[src/rtl/fft8_frame_ctrl.sv]
// Frame sequencer for the 8-point combinational transform core: gathers a frame
// from the input stream, holds it on the core for CORE_LAT cycles, then streams results out.
module fft8_frame_ctrl #(
  parameter int unsigned DW       = 32,
  parameter int unsigned N        = 8,
  parameter int unsigned CORE_LAT = 1
) (
  input  logic              clk,
  input  logic              rst,
  input  logic              s_valid,
  output logic              s_ready,
  input  logic [DW-1:0]     s_re,
  input  logic [DW-1:0]     s_im,
  input  logic              s_last,
  input  logic              s_inv,
  output logic              m_valid,
  input  logic              m_ready,
  output logic [DW-1:0]     m_re,
  output logic [DW-1:0]     m_im,
  output logic              m_last,
  output logic [N*DW-1:0]   core_inr,
  output logic [N*DW-1:0]   core_ini,
  output logic              core_inv,
  input  logic [N*DW-1:0]   core_outr,
  input  logic [N*DW-1:0]   core_outi,
  output logic              err_len,
  output logic              busy
);

  localparam int unsigned IW = $clog2(N);
  localparam int unsigned CW = (CORE_LAT < 2) ? 1 : $clog2(CORE_LAT + 1);

  localparam logic [1:0] LOAD    = 2'd0;
  localparam logic [1:0] COMPUTE = 2'd1;
  localparam logic [1:0] UNLOAD  = 2'd2;

  logic [1:0]    state, state_n;
  logic [IW-1:0] idx, oidx, oidx_nx;
  logic [CW-1:0] cnt;
  logic          inv_r;
  logic [DW-1:0] ibuf_re [N];
  logic [DW-1:0] ibuf_im [N];
  logic [DW-1:0] obuf_re [N];
  logic [DW-1:0] obuf_im [N];
  logic          in_hs, out_hs, frame_end, cap, idx_full;

  assign in_hs     = s_valid & s_ready;
  assign out_hs    = m_valid & m_ready;
  assign idx_full  = (idx == IW'(N - 1));
  assign frame_end = in_hs & (s_last | idx_full);
  assign cap       = (state == COMPUTE) && (cnt == CW'(1));
  assign oidx_nx   = oidx + IW'(1);
  assign core_inv  = inv_r;

  // Core inputs come straight from the frame registers only
  for (genvar k = 0; k < N; k++) begin : g_pack
    assign core_inr[k*DW +: DW] = ibuf_re[k];
    assign core_ini[k*DW +: DW] = ibuf_im[k];
  end

  always_ff @(posedge clk or posedge rst) begin
    if (rst) state <= LOAD;
    else     state <= state_n;
  end

  always_comb begin
    state_n = state;
    case (state)
      LOAD:    if (frame_end) state_n = COMPUTE;
      COMPUTE: if (cap) state_n = UNLOAD;
      UNLOAD:  if (out_hs && (oidx == IW'(N - 1))) state_n = LOAD;
      default: state_n = LOAD;
    endcase
  end

  always_ff @(posedge clk or posedge rst) begin
    if (rst) begin
      idx     <= '0;
      oidx    <= '0;
      cnt     <= '0;
      inv_r   <= 1'b0;
      s_ready <= 1'b0;
      m_valid <= 1'b0;
      m_last  <= 1'b0;
      m_re    <= '0;
      m_im    <= '0;
      err_len <= 1'b0;
      busy    <= 1'b0;
      for (int i = 0; i < N; i++) begin
        ibuf_re[i] <= '0;
        ibuf_im[i] <= '0;
        obuf_re[i] <= '0;
        obuf_im[i] <= '0;
      end
    end else begin
      s_ready <= (state_n == LOAD);
      busy    <= (state_n != LOAD);
      err_len <= 1'b0;

      if (in_hs) begin
        ibuf_re[idx] <= s_re;
        ibuf_im[idx] <= s_im;
        idx          <= idx + IW'(1);
        if (idx == '0) inv_r <= s_inv;
      end

      // Length error: early s_last, or a full frame without s_last
      if (frame_end) begin
        cnt     <= CW'(CORE_LAT);
        err_len <= s_last ^ idx_full;
      end

      if (state == COMPUTE) begin
        if (cap) begin
          for (int k = 0; k < N; k++) begin
            obuf_re[k] <= core_outr[k*DW +: DW];
            obuf_im[k] <= core_outi[k*DW +: DW];
          end
          m_valid <= 1'b1;
          m_re    <= core_outr[DW-1:0];
          m_im    <= core_outi[DW-1:0];
          m_last  <= 1'b0;
          oidx    <= '0;
        end else begin
          cnt <= cnt - CW'(1);
        end
      end

      if (out_hs) begin
        if (oidx == IW'(N - 1)) begin
          m_valid <= 1'b0;
          m_last  <= 1'b0;
          m_re    <= '0;
          m_im    <= '0;
          oidx    <= '0;
          idx     <= '0;
          for (int i = 0; i < N; i++) begin
            ibuf_re[i] <= '0;
            ibuf_im[i] <= '0;
          end
        end else begin
          oidx   <= oidx_nx;
          m_re   <= obuf_re[oidx_nx];
          m_im   <= obuf_im[oidx_nx];
          m_last <= (oidx_nx == IW'(N - 1));
        end
      end
    end
  end

endmodule

[config.mk]
export PLATFORM = sky130hd
export DESIGN_NAME = fft8_frame_ctrl
export DESIGN_NICKNAME = d
export VERILOG_FILES = /design/src/rtl/fft8_frame_ctrl.sv
export SDC_FILE = /design/constraint.sdc
export NUM_CORES = 2
export LEC_CHECK = 0
export CORE_AREA = 2 2 459 461
export CTS_CLUSTER_SIZE = 14
export DETAILED_ROUTE_END_ITERATION = 8
export DIE_AREA = 0 0 461 463
export SETUP_SLACK_MARGIN = 0.4
export SLEW_MARGIN = 20
export SYNTH_ARGS = -nofsm -noshare
export SYNTH_HDL_FRONTEND = slang
export SYNTH_SLANG_ARGS = --single-unit
[constraint.sdc]
create_clock -name clk -period 48.4 [get_ports clk]
set_input_delay 7.26 -clock clk [delete_from_list [all_inputs] [get_ports clk]]
set_output_delay 7.26 -clock clk [all_outputs]
set_load 0.02 [all_outputs]
# ---- Word level (Yosys, flattened, before mapping)
# Index checks and enable logic that the tools add are counted.
dict set report op_classes {
  order_cmp 3
  n_addsub 3
  muxes 47
  n_eq_ne 5
  bitwise_logic 7
  reduce_logical 12
}
# operator n
set op_table {}
lappend op_table {{$mux 256} 6}
lappend op_table {{$bwmux 256} 2}
lappend op_table {{$mux 32} 13}
lappend op_table {{$bmux 32 s3} 2}
lappend op_table {{$demux 32 s3} 1}
lappend op_table {{$mux 3} 7}
lappend op_table {{$mux 1} 12}
lappend op_table {{$eq 3x3->1 const B} 3}
lappend op_table {{$ge 4x4->1 const B} 2}
lappend op_table {{$not 3->4} 2}
lappend op_table {{$add 3x1->3 const B} 2}
lappend op_table {{$mux 2} 3}
lappend op_table {{$pmux 2 s3} 1}
lappend op_table {{$reduce_and 2->1} 3}
lappend op_table {{$reduce_bool 2->1} 3}
lappend op_table {{$logic_not 2->1} 2}
lappend op_table {{$lt 4x1->1 const B} 1}
lappend op_table {{$and 1x1->1} 3}
lappend op_table {{$logic_and 1x1->1} 3}
lappend op_table {{$logic_not 3->1} 1}
lappend op_table {{$eq 2x1->1 const B} 1}
lappend op_table {{$eq 2x2->1 const B} 1}
lappend op_table {{$or 1x1->1} 1}
lappend op_table {{$sub 1x1->1 const B} 1}
lappend op_table {{$xor 1x1->1} 1}
dict set report word_totals {
  in_bits 582
  output_inout_bits 582
  reg_bits 1103
  elab_cells 121
}

# ---- Logic depth before layout (Yosys ltp)
dict set report depth {
  ltp_word 9
  depth_mapped 10
  ltp_nobuf 7
}

# ---- Worst setup path after synthesis
# No wires, ideal clock.
dict set report synth_path {
  kind {input-to-reg}
  from {in m_ready}
  to {reg ibuf_re, in the netlist core_inr[100]}
  slack_ns 40.082
  setup_time_ns 0.136
  required_ns 48.264
  stages 6
  path_buffers 4
  arrival_time_ns 8.181
  path_cell_list {and3_1 clkbuf_1 buf_2 buf_2 clkbuf_1 a21oi_1}
}
dict set report synth_via {
  elab_chain_cells 2
}
# element line_no
set synth_lines {}
lappend synth_lines {{start: declaration} 17} ;# input logic m_ready,
lappend synth_lines {{$and 1x1->1} 48} ;# assign out_hs = m_valid & m_ready;
lappend synth_lines {{$mux 256} 129} ;# if (out_hs) begin
lappend synth_lines {{end signal: indexed assignment} 101} ;# ibuf_re[idx] <= s_re;
lappend synth_lines {{end: declaration} 41} ;# logic [DW-1:0] ibuf_re [N];
# Every way passes these cells.
# A chain may end at the register's enable or synchronous reset.

==> summary.md <==
| Metric | Value |
|---|---|
| Area delta synth->final | `36.6%` |
| Hold EP | `obuf_im[86]$_DFFE_PP0P_` |
| Pre-CTS WS | `roughly 35,000 ps` |
| LEAKAGE | `approximately 28 nW` |
| Outcome | `finished clean` |
| Worst Setup Slack, final | `about 37,000 ps` |
| Maxcap violations | `0` |
| Fmax | `between 80 and 90 MHz` |
| Cells after Synth | `just over 5,000` |
| Final #Nets | `approximately 6,600` |
| Final Core Density | `a little under a third` |
| I/O pins | `1,164` |
| Pwr dens | `around 73 mW/mm^2` |
| Setup TNS | `0 ps` |
| Post-CTS resize count | `0` |
| Die area | `~0.21 mm^2` |
| Worst Path Max Fanout | `around 120` |
| Num rows | `168` |
| Root Buffer | `clkbuf_16` |
| Post-CTS Setup Bufs | `0` |
| RSZ-0062 raised after global routing | `false` |
| GR Overflow Total | `0` |
| Met2 wire len | `92.5 mm` |
| Hold path cells | `2` |
| Per-cell routed wire length | `24.5 um` |
| IO buf count | `roughly 1,200` |
| Met3 Routed Length | `22.4 mm` |
| Initial DRC Count | `4,645` |
| DIE HEIGHT | `roughly 460 um` |
| Setup Skew | `56.3 ps` |
| HPWL after detailed placement | `150 mm` |
| CP endpoint kind | `async pin` |
| Mapped Nets | `5,740` |
| Slew Viols, Final | `0` |
| DR vias/cell | `a little under 5` |
| Placed cell count | `8,658` |
| Initial Utilization | `23.4%` |
| Period utilization | `between 20% and 30%` |
| Setup CP Type | `in -> async` |
| Syn avg cell area | `~9.5 um^2` |
| Hold slack | `468 ps` |
| Flop-to-flop setup slack | `~43,000 ps` |
| Clock Path Buffers | `3` |
| Synthesized flop and latch total | `roughly 1,100` |
| CTS Sinks | `approximately 1,100` |
| Finished Layout Cells | `a little under 9,000` |
| Largest cells by area after synthesis | `dfrtp_1 (57%), nand2_1 (12%), nand3_1 (5.3%)` |
| Clock-pin slew on the worst setup and hold paths | `roughly 50 ps` |
| DRC Markers | `0` |
| Final hold vios | `0` |
| Final Power | `4.87 mW` |
| Hold_sp | `obuf_im[86]$_DFFE_PP0P_` |
| CP max stage delay | `810 ps` |
| Slew headroom | `16.8%` |
| Met1 wire length | `approximately 90 mm` |
| Primary FF master, synth | `dfrtp_1` |
| DIE WIDTH | `between 400 and 500 um` |
| Post-synth top area share | `between 50% and 60%` |
| H-tree levels | `4` |
| DRT antenna net count | `0` |
| Synth async-reset ratio | `between 90% and 100%` |
| Placed cell area | `0.0620 mm^2` |
| Reg2reg end | `core_inr[39]$_DFF_PP0_` |
| Top routing layer used | `met5` |
| Core Box Area | `~0.21 mm^2` |
| CP Launch Type | `input port` |
| Fraction of layout cells with a size suffix above 1 | `about 7.6%` |
| DR pass1 iterations | `6` |
| CP max stage cell | `buf_4` |
| EDFF count, synth | `0` |
| Clk Latency, worst-skew pair | `about 800 ps` |
| Critical Path RT | `about 50,000 ps` |
| Initial antenna violation count | `60` |
| HP Class | `reg -> reg` |
| Final instance area | `between 0.06 and 0.07 mm^2` |
| Worst-path cell chain | `clkdlybuf4s50_1 -> inv_8 -> buf_4 -> buf_4 -> buf_4 -> buf_4 -> buf_4` |
| Largest net degree at the start of global routing | `219` |
| Final setup viols | `0` |
| Arrival time at the worst endpoint | `~12,000 ps` |
| Synth area leader | `dfrtp_1` |
| Slew @ Worst Pin | `1250 ps` |
| Yosys warns | `0` |
| First-pass GRT wire length | `roughly 310 mm` |
| Final WL | `roughly 220 mm` |
| CTS tree | `done` |
| Num CTS Buffers | `between 100 and 150` |
| Seq/Total Area, Yosys | `56.6%` |
| GRT Overall Usage | `19.9%` |
| Vias in the first global route | `~43,000` |
| Worst path most repeated cell | `buf_4` |
| Worst R2R Path Depth | `8` |
| FF-to-FF Start | `oidx[0]$_DFFE_PP0P_` |
| Tmin final | `~11,000 ps` |
| Worst vdd ir | `between 0.00004 and 0.00005 V` |
| Placer Congestion | `0.871` |
| Hold_buf cts | `0` |
| Synth cell types | `a little over 40` |
| Vias | `43,400` |
| Mapped Area | `between 0.04 and 0.05 mm^2` |
cell type report:
class / instances / area [um^2]
inverter: 8 / 47.5
multi-input combinational: 3513 / 18700
sequential: 1103 / 27600
timing repair buffer: 1231 / 12200
antenna: 27 / 67.6
clock buffer: 190 / 3820
clock inverter: 44 / 602
tap: 2805 / 3510
fill: 21400 / 142000
layout by cell type, fill, tap and decap left out, types with 3 or more instances in the layout:
| cell | n |
|---|---|
| mux2_2 | 77 |
| nand2_1 | 1544 |
| inv_1 | 5 |
| mux4_2 | 90 |
| dfrtp_1 | 1102 |
| diode_2 | 27 |
| clkinv_8 | 3 |
| clkbuf_16 | 135 |
| bufinv_16 | 4 |
| clkinvlp_4 | 5 |
| clkbuf_8 | 24 |
| buf_12 | 3 |
| o21ai_0 | 456 |
| nand2b_4 | 3 |
| nand3_1 | 518 |
| o32ai_1 | 19 |
| buf_4 | 63 |
| clkinv_16 | 7 |
| o22ai_1 | 83 |
| clkbuf_1 | 31 |
| ha_1 | 5 |
| clkinv_2 | 15 |
| clkdlybuf4s50_1 | 1162 |
| mux2i_1 | 110 |
| a21oi_1 | 514 |
| nor2_1 | 5 |
| inv_6 | 7 |
| o21ai_1 | 58 |
Yosys cell counts (2+ instances only):
| master | number |
|---|---|
| clkbuf_1 | 200 |
| o21ai_1 | 58 |
| o32ai_1 | 19 |
| a21oi_1 | 514 |
| buf_12 | 2 |
| inv_1 | 6 |
| buf_2 | 266 |
| and3b_1 | 2 |
| and3_1 | 2 |
| nand3_1 | 519 |
| mux2i_1 | 110 |
| buf_6 | 4 |
| o21ai_0 | 456 |
| mux4_2 | 90 |
| mux2_2 | 77 |
| nor2_1 | 5 |
| nand4b_1 | 2 |
| dfrtp_1 | 1103 |
| buf_1 | 13 |
| o22ai_1 | 83 |
| and2_1 | 3 |
| buf_4 | 39 |
| nand2_1 | 1545 |
| nand2b_1 | 5 |
| nor2b_1 | 2 |
| or2_1 | 2 |
| inv_2 | 2 |
| ha_1 | 7 |
| buf_8 | 3 |
worst max-delay path, delay by kind of cell:
kind | cells | cell delay, ps
buffers and inverters | 7 | 4680
kinds of logic after synthesis:
group / count (synthesis) / share of synthesized area (%)
simple gates: 2095 / 17.7
compound gates: 1133 / 12.0
flops: 1103 / 56.6
buf+inv: 535 / 5.30
mux: 277 / 8.20
fa+ha+maj: 7 / 0.180
xor+xnor: 1 / 0.0180
state kept, by name, summed over array words and instances, names as in the netlist:
signal,flops
state,2
m_re,32
core_inr,256
obuf_re,256
err_len,1
idx,3
obuf_im,256
core_ini,256
m_valid,1
cnt,1
busy,1
oidx,3
s_ready,1
core_inv,1
m_im,32
m_last,1
worst max path at each step:
| stage | startpoint | endpoint | slack [ps] | cells after the start |
|---|---|---|---|---|
| final | rst | obuf_re[249]$_DFFE_PP0P_ | 37020 | 7 |
| after global routing | rst | obuf_re[181]$_DFFE_PP0P_ | 36340 | 7 |
| after CTS | rst | obuf_re[213]$_DFFE_PP0P_ | 36310 | 7 |
| after detailed placement | rst | m_re[23]$_DFFE_PP0P_ | 35440 | 7 |
| after global placement | rst | m_re[21]$_DFFE_PP0P_ | 35560 | 7 |
| after floorplan | rst | busy$_DFF_PP0_ | 10080 | 1 |
metal layers:
metal  track usage, %  vias to the layer above
li1                 -                    19100
met1             26.6                    21700
met2             28.6                     2131
met5                0                        -
met4             9.53                       44
met3             6.67                      443
power by group:
group	internal [mW]	switching, mW
registers	1.34	0.276
clock network	0.580	0.434
logic	0.909	1.33
No activity file was read; power rests on OpenSTA's default activity.
